==> config.mk <==
export PLATFORM = sky130hd
export DESIGN_NAME = bloom_ctrl
export DESIGN_NICKNAME = d
export VERILOG_FILES = /design/src/rtl/bloom_pkg.sv /design/src/rtl/bloom_rr_arb.sv /design/src/rtl/bloom_ctrl.sv
export SDC_FILE = /design/constraint.sdc
export NUM_CORES = 1
export LEC_CHECK = 0
export ABC_AREA = 1
export BUFFER_PORTS_ARGS = -buffer_cell sky130_fd_sc_hd__buf_2
export CORE_ASPECT_RATIO = 0.8
export CORE_MARGIN = 2
export CORE_UTILIZATION = 48
export CTS_BUF_LIST = sky130_fd_sc_hd__clkbuf_4 sky130_fd_sc_hd__clkbuf_8
export CTS_CLUSTER_DIAMETER = 50
export DETAILED_ROUTE_END_ITERATION = 6
export PLACE_DENSITY = 0.86
export SYNTH_ARGS = -nofsm -noshare
export SYNTH_HDL_FRONTEND = slang
export SYNTH_SLANG_ARGS = --single-unit
==> constraint.sdc <==
create_clock -name clk -period 2.3 [get_ports clk]
set_input_delay 0.115 -clock clk [delete_from_list [all_inputs] [get_ports clk]]
set_output_delay 0.115 -clock clk [all_outputs]
set_load 0.01 [all_outputs]
==> src/rtl/bloom_pkg.sv <==
// Shared types and default sizing for the bloom filter controller.
package bloom_pkg;

  localparam int unsigned BL_SIZE_DEF   = 256;
  localparam int unsigned HASH_SIZE_DEF = 8;
  localparam int unsigned NUM_HASH_DEF  = 3;

  typedef enum logic [1:0] {
    ST_IDLE   = 2'd0,
    ST_INSERT = 2'd1,
    ST_QUERY  = 2'd2,
    ST_RESP   = 2'd3
  } state_e;

endpackage

==> src/rtl/bloom_rr_arb.sv <==
// Two-way round-robin arbiter (req[0] = insert, req[1] = query).
// gnt[i] means "requester i is not blocked by the other", so a grant never depends on its own req.
module bloom_rr_arb (
  input  logic       clk,
  input  logic       rst_n,
  input  logic [1:0] req,
  input  logic       adv,
  output logic [1:0] gnt
);

  logic last_qry_q;
  logic last_qry_d;

  always_comb begin
    gnt[0] = ~req[1] | last_qry_q;
    gnt[1] = ~req[0] | ~last_qry_q;
  end

  // On a handshake the query side won only if it was both requesting and unblocked.
  always_comb begin
    last_qry_d = last_qry_q;
    if (adv) begin
      last_qry_d = req[1] & gnt[1];
    end
  end

  always_ff @(posedge clk or negedge rst_n) begin
    if (!rst_n) begin
      last_qry_q <= 1'b1;
    end else begin
      last_qry_q <= last_qry_d;
    end
  end

endmodule

==> src/rtl/bloom_ctrl.sv <==
// Bloom filter controller: serial K-step insert/query over a register-held bit vector,
// with round-robin arbitration and deferred clear.
module bloom_ctrl
  import bloom_pkg::*;
#(
  parameter int unsigned BL_SIZE   = BL_SIZE_DEF,
  parameter int unsigned HASH_SIZE = HASH_SIZE_DEF,
  parameter int unsigned NUM_HASH  = NUM_HASH_DEF
) (
  input  logic                          clk,
  input  logic                          rst_n,
  input  logic                          clear,
  input  logic                          ins_valid,
  output logic                          ins_ready,
  input  logic [NUM_HASH*HASH_SIZE-1:0] ins_hashes,
  input  logic                          q_valid,
  output logic                          q_ready,
  input  logic [NUM_HASH*HASH_SIZE-1:0] q_hashes,
  output logic                          resp_valid,
  output logic                          resp_hit,
  output logic                          ins_done,
  output logic                          busy,
  output logic [BL_SIZE-1:0]            bloom_o
);

  localparam int unsigned SW = $clog2(NUM_HASH + 1);
  localparam int unsigned IW = (NUM_HASH > 1) ? $clog2(NUM_HASH) : 1;
  localparam int unsigned BW = (BL_SIZE > 1) ? $clog2(BL_SIZE) : 1;
  localparam logic [SW-1:0] LAST_STEP = SW'(NUM_HASH - 1);

  typedef logic [NUM_HASH-1:0][HASH_SIZE-1:0] idx_vec_t;

  state_e             state_q, state_d;
  logic [SW-1:0]      step_q, step_d;
  idx_vec_t           idx_q, idx_d;
  logic [BL_SIZE-1:0] bloom_q, bloom_d;
  logic               clr_pend_q, clr_pend_d;
  logic               ins_done_q, ins_done_d;
  logic               resp_valid_q, resp_valid_d;
  logic               resp_hit_q, resp_hit_d;
  logic               busy_q, busy_d;

  logic [1:0]           arb_gnt;
  logic                 arb_adv;
  logic                 idle_free;
  logic                 ins_acc;
  logic                 q_acc;
  logic [HASH_SIZE-1:0] cur_idx;
  logic [BW-1:0]        cur_bit;
  logic                 cur_in_range;

  bloom_rr_arb u_arb (
    .clk   (clk),
    .rst_n (rst_n),
    .req   ({q_valid, ins_valid}),
    .adv   (arb_adv),
    .gnt   (arb_gnt)
  );

  // Grants only from a quiet IDLE: a live or pending clear takes the cycle instead.
  assign idle_free = (state_q == ST_IDLE) & ~clr_pend_q & ~clear;
  assign ins_ready = rst_n & idle_free & arb_gnt[0];
  assign q_ready   = rst_n & idle_free & arb_gnt[1];
  assign ins_acc   = ins_valid & ins_ready;
  assign q_acc     = q_valid & q_ready;
  assign arb_adv   = ins_acc | q_acc;

  assign cur_idx      = idx_q[IW'(step_q)];
  assign cur_bit      = BW'(cur_idx);
  assign cur_in_range = (32'(cur_idx) < 32'(BL_SIZE));

  always_comb begin
    state_d      = state_q;
    step_d       = step_q;
    idx_d        = idx_q;
    bloom_d      = bloom_q;
    clr_pend_d   = clr_pend_q;
    ins_done_d   = 1'b0;
    resp_valid_d = 1'b0;
    resp_hit_d   = resp_hit_q;

    unique case (state_q)
      ST_IDLE: begin
        if (clear || clr_pend_q) begin
          bloom_d    = '0;
          clr_pend_d = 1'b0;
        end else if (ins_acc) begin
          idx_d      = ins_hashes;
          step_d     = '0;
          state_d    = ST_INSERT;
          ins_done_d = (NUM_HASH == 1);
        end else if (q_acc) begin
          idx_d   = q_hashes;
          step_d  = '0;
          state_d = ST_QUERY;
        end
      end

      // ins_done is raised during the last write step.
      ST_INSERT: begin
        clr_pend_d = clr_pend_q | clear;
        if (cur_in_range) begin
          bloom_d[cur_bit] = 1'b1;
        end
        if (step_q == LAST_STEP) begin
          state_d = ST_IDLE;
          step_d  = '0;
        end else begin
          step_d     = step_q + SW'(1);
          ins_done_d = (step_d == LAST_STEP);
        end
      end

      ST_QUERY: begin
        clr_pend_d = clr_pend_q | clear;
        if (!(cur_in_range && bloom_q[cur_bit])) begin
          resp_hit_d   = 1'b0;
          resp_valid_d = 1'b1;
          state_d      = ST_RESP;
          step_d       = '0;
        end else if (step_q == LAST_STEP) begin
          resp_hit_d   = 1'b1;
          resp_valid_d = 1'b1;
          state_d      = ST_RESP;
          step_d       = '0;
        end else begin
          step_d = step_q + SW'(1);
        end
      end

      ST_RESP: begin
        clr_pend_d = clr_pend_q | clear;
        state_d    = ST_IDLE;
      end

      default: begin
        state_d = ST_IDLE;
      end
    endcase

    busy_d = (state_d != ST_IDLE);
  end

  always_ff @(posedge clk or negedge rst_n) begin
    if (!rst_n) begin
      state_q      <= ST_IDLE;
      step_q       <= '0;
      idx_q        <= '0;
      bloom_q      <= '0;
      clr_pend_q   <= 1'b0;
      ins_done_q   <= 1'b0;
      resp_valid_q <= 1'b0;
      resp_hit_q   <= 1'b0;
      busy_q       <= 1'b0;
    end else begin
      state_q      <= state_d;
      step_q       <= step_d;
      idx_q        <= idx_d;
      bloom_q      <= bloom_d;
      clr_pend_q   <= clr_pend_d;
      ins_done_q   <= ins_done_d;
      resp_valid_q <= resp_valid_d;
      resp_hit_q   <= resp_hit_d;
      busy_q       <= busy_d;
    end
  end

  assign bloom_o    = bloom_q;
  assign ins_done   = ins_done_q;
  assign resp_valid = resp_valid_q;
  assign resp_hit   = resp_hit_q;
  assign busy       = busy_q;

endmodule

==> flow_results.org <==
** Synthesis
- Library cells used by synthesis :: 32
- Most area-consuming cells after synthesis :: dfrtp_1 (50%), nand2_1 (17%), a21oi_1 (8.9%)
- Each instance of the synthesized netlist takes up on average 7.56 um^2.
- Post-Synthesis Cells :: around 1900
- Share of the synthesized area in the top cell type :: between 50 and 60%
- By area, the combinational part of the netlist is dominated by simple AND/OR/NAND/NOR gates.
- Mux cell area share after synthesis :: 0%
- Summed over all instances, the cell type with the most area after synthesis is dfrtp_1.
- Register bit count reported by yosys :: just under 300
- Synth Net Count :: just under 2000
- Summing every instance area after synthesis gives ~14000 um^2.
- Of the total synthesized cell area, the portion taken by full adders, half adders and majority gates is 0.435%.
- The synthesized netlist devotes 26.7% of its cell area to simple gates.
- Summing the areas of all compound-gate instances in the mapped netlist gives 14.5% of the synthesized area.
- Post-synthesis xor/xnor area fraction :: 0%
- Of the synthesized area, sequential elements account for about half.
- For this run, the number of Yosys warnings is 0.

** Power
- Post-layout total power :: roughly 27000 uW
- Worst supply voltage drop on vdd :: 793 uV
- Static leakage :: ~0.011 uW
- Power per standard cell area :: about 1300 nW/um^2

** Timing
- The smallest clock period supported by the final layout is computed as around 3 ns.
- Of the available clock period, the critical path in the final layout requires 128%.
- For the final routed database, the setup TNS stands at -53.83 ns.
- The final-report hold violation count came to 0.
- Setup violations remaining at the end of the flow were counted as 265.
- On the final layout, the worst clock skew is around 0.046 ns.
- Final worst-path setup slack :: -0.640 ns
- Setup repair after global routing missed its margin :: true
- Worst slew slack as a fraction of its limit :: about 28%
- Worst slack on hold paths :: about 0.095 ns
- Achievable clock frequency :: approximately 340 MHz
- Number of pins with negative max-slew slack in the final report :: 0
- Transition time at the pin with the least slew margin :: approximately 1.1 ns

** Floorplanning
- The die covers ~31000 um^2.
- Pin placement for this block handled 315 I/O pins.
- Height of the die :: roughly 160 um
- The initialized floorplan defines 56 standard-cell rows.
- Initial Util :: between 40% and 50%
- The die is around 200 um wide.
- In this run the standard cell core region covers roughly 30000 um^2.

** Placement
- # placed instances :: 2607
- Number of port buffers :: about 310
- Worst setup timing slack at the placement stage :: -0.447 ns
- After legalization and detailed placement, the total HPWL measured roughly 36 mm.
- Gpl congestion :: ~0.9

** Finish
- Nets :: ~2400
- Growth of design area from synthesis to finish :: 42.6%
- Fraction of final layout cells with drive strength greater than 1 :: a little under a third
- Post-route non-filler standard cell count :: approximately 2800
- Number of diodes added for antenna fixing :: 0

** Global route
- The first global-routing pass estimated a little over 90 mm of wire.
- GR Overflow Total :: 0
- Number of global-route vias before repair :: 16100
- In the global route stage, overall resource usage came out at a little under two fifths.
- Initial antenna violation count :: 1
- Entering global routing, the biggest net connects roughly 110 pins.

** CTS
- The H-tree was split into 2 levels.
- Clock sinks :: 290
- Cell chosen for the clock root :: clkbuf_8
- Clock buffers created by TritonCTS :: 47
- Maximum clock path buffer count :: 3
- After clock tree synthesis, the clock-pin slew on the worst setup and hold paths is approximately 0.060 ns.
- At the later pin of the worst-skew pair, clock insertion delay measures 0.61 ns.
- TritonCTS clock tree :: done

** Run status
- Outcome :: complete, but fails checks
- The final reports fail on design-rule violations, negative setup slack.

** Routing
- After detailed routing, the average wire length per cell comes to around 23 um.
- DR vias/cell :: 6.18
- For this block, the routed nets add up to roughly 66 mm of wire.
- Count of TritonRoute iterations in the first routing pass :: 7
- Final ANT Viol Nets :: 0
- Violation count after the first detailed-route iteration :: 2444
- After detailed routing, the number of remaining DRC violations is 34.
- Vias post-DR :: ~17000

** Worst setup path
- Endpoint required time on the critical path :: 2.79 ns
- Worst endpoint data arrival time :: 3.43 ns
- Along the worst path, the maximum fanout reaches 42.
- Type of origin of the critical path :: flip-flop
- The worst setup path is of the flip-flop to flip-flop kind.
- The worst setup path is captured at a flip-flop.

** Hold path
- The path class of the tightest hold or removal check is input pin to flip-flop.

** Job
- Across the run, the number of max-cap violations was 0.
## repair_timing
action / in CTS / in global routing
gates cloned: 14 / 6
pin swaps: 27 / 31
buffers inserted: 28 / 15
endpoints found under the setup margin: 243 / 286
hold buffers: 53 / 0
hold endpoints to repair: 78 / 0
resized for setup: 120 / 128
## layout by cell type, fill, tap and decap left out, types with 28 or more instances in the layout
master	instances
nand2_1	588
buf_2	313
dfrtp_1	288
a21oi_1	235
nor2_1	207
inv_1	114
o21ai_1	79
buf_4	76
clkbuf_8	62
buf_12	55
dlygate4sd3_1	53
nand2_2	50
nand3_1	46
buf_6	46
a31oi_1	28
## where the power goes
group	leakage [uW]	internal (uW)	switching, uW	total, uW
Combinational	0.00613	6060	9820	15900
Clock	0.000522	2670	2210	4880
Sequential	0.00397	5730	675	6400
Total	0.0106	14500	12700	27200
## synthesized netlist by cell type (all sizes together)
cell type	n
o22ai	1
clkinv	1
ha	5
buf	62
dfrtp	289
a31oi	29
nand3	50
a221oi	3
inv	135
nor2	235
o21ai	114
a21oi	256
nor3	18
dfstp	1
nand2	643
clkbuf	59
and2	1
## metal layers
| metal | wire length (um) | track usage [%] | share of wire (%) | vias to the layer above |
|---|---|---|---|---|
| li1 | - | - | - | 7043 |
| met1 | 22700 | 49.8 | 35 | 7985 |
| met2 | 27600 | 56.1 | 42 | 1747 |
| met3 | 9920 | 12.7 | 15 | 518 |
| met4 | 5310 | 21.9 | 8.1 | 4 |
| met5 | 42 | 0 | 0.064 | - |
## worst paths after layout
| path | end | depth (start not counted) | startpoint | slack (ns) |
|---|---|---|---|---|
| worst max-delay path | busy | 23 | step_q[1] | -0.64 |
| min in group asynchronous | bloom_o[187] | 3 | rst_n | 0.12 |
| worst min register to register | resp_hit | 2 | resp_hit | 0.51 |
| max in group asynchronous | bloom_o[240] | 3 | rst_n | 1.00 |
| worst min-delay path | busy | 7 | ins_valid | 0.1 |
| worst max register to register | busy | 23 | step_q[1] | -0.64 |
## kinds of logic (layout without fill, tap and decap cells)
family	after synthesis	count (layout)
simple gates	947	947
compound gates	403	403
flops	290	290
buf+inv	257	775
fa+ha+maj	5	5
## stage by stage
step / area (um^2) / utilization (%)
2_1_floorplan: 14400 / -
5_1_grt: 20500 / 69.7
4_1_cts: 19900 / 67.8
3_3_place_gp: 17400 / 59.3
6_report: 20500 / 69.7
3_5_place_dp: 17400 / 59.3
## critical path, cell delays in order, from the launching register on
cell,delay [ns]
dfrtp_2,0.49
buf_6,0.16
nor2_4,0.12
nand2_2,0.09
nand3_4,0.14
buf_4,0.15
buf_12,0.21
nand2_1,0.11
o21ai_1,0.13
nand2_1,0.11
nand2_1,0.12
nand2_1,0.09
nand2_2,0.10
o21ai_2,0.07
nand2_1,0.09
nor2_1,0.04
nor2_1,0.10
nor2_1,0.07
nand2_2,0.14
nand2_2,0.08
nand2_2,0.08
nand2_1,0.05
nand2_1,0.07
nand2_1,0.05
## flip-flops by register name, indices dropped and copies added, names as in the netlist
register and flops:
bloom_o 256, idx_q 24, state_q 2, step_q 2, busy 1, clr_pend_q 1, ins_done 1, resp_hit 1
resp_valid 1, u_arb.last_qry_q 1
## cell type report
class	count	area, um^2
Fill cell	1981	8910
Sequential cell	290	7260
Clock inverter	7	68.8
Multi-Input combinational cell	1355	6520
Clock buffer	72	928
Timing Repair Buffer	560	4720
Tap cell	377	472
Inverter	136	541
(Power assumes the default switching activity.)
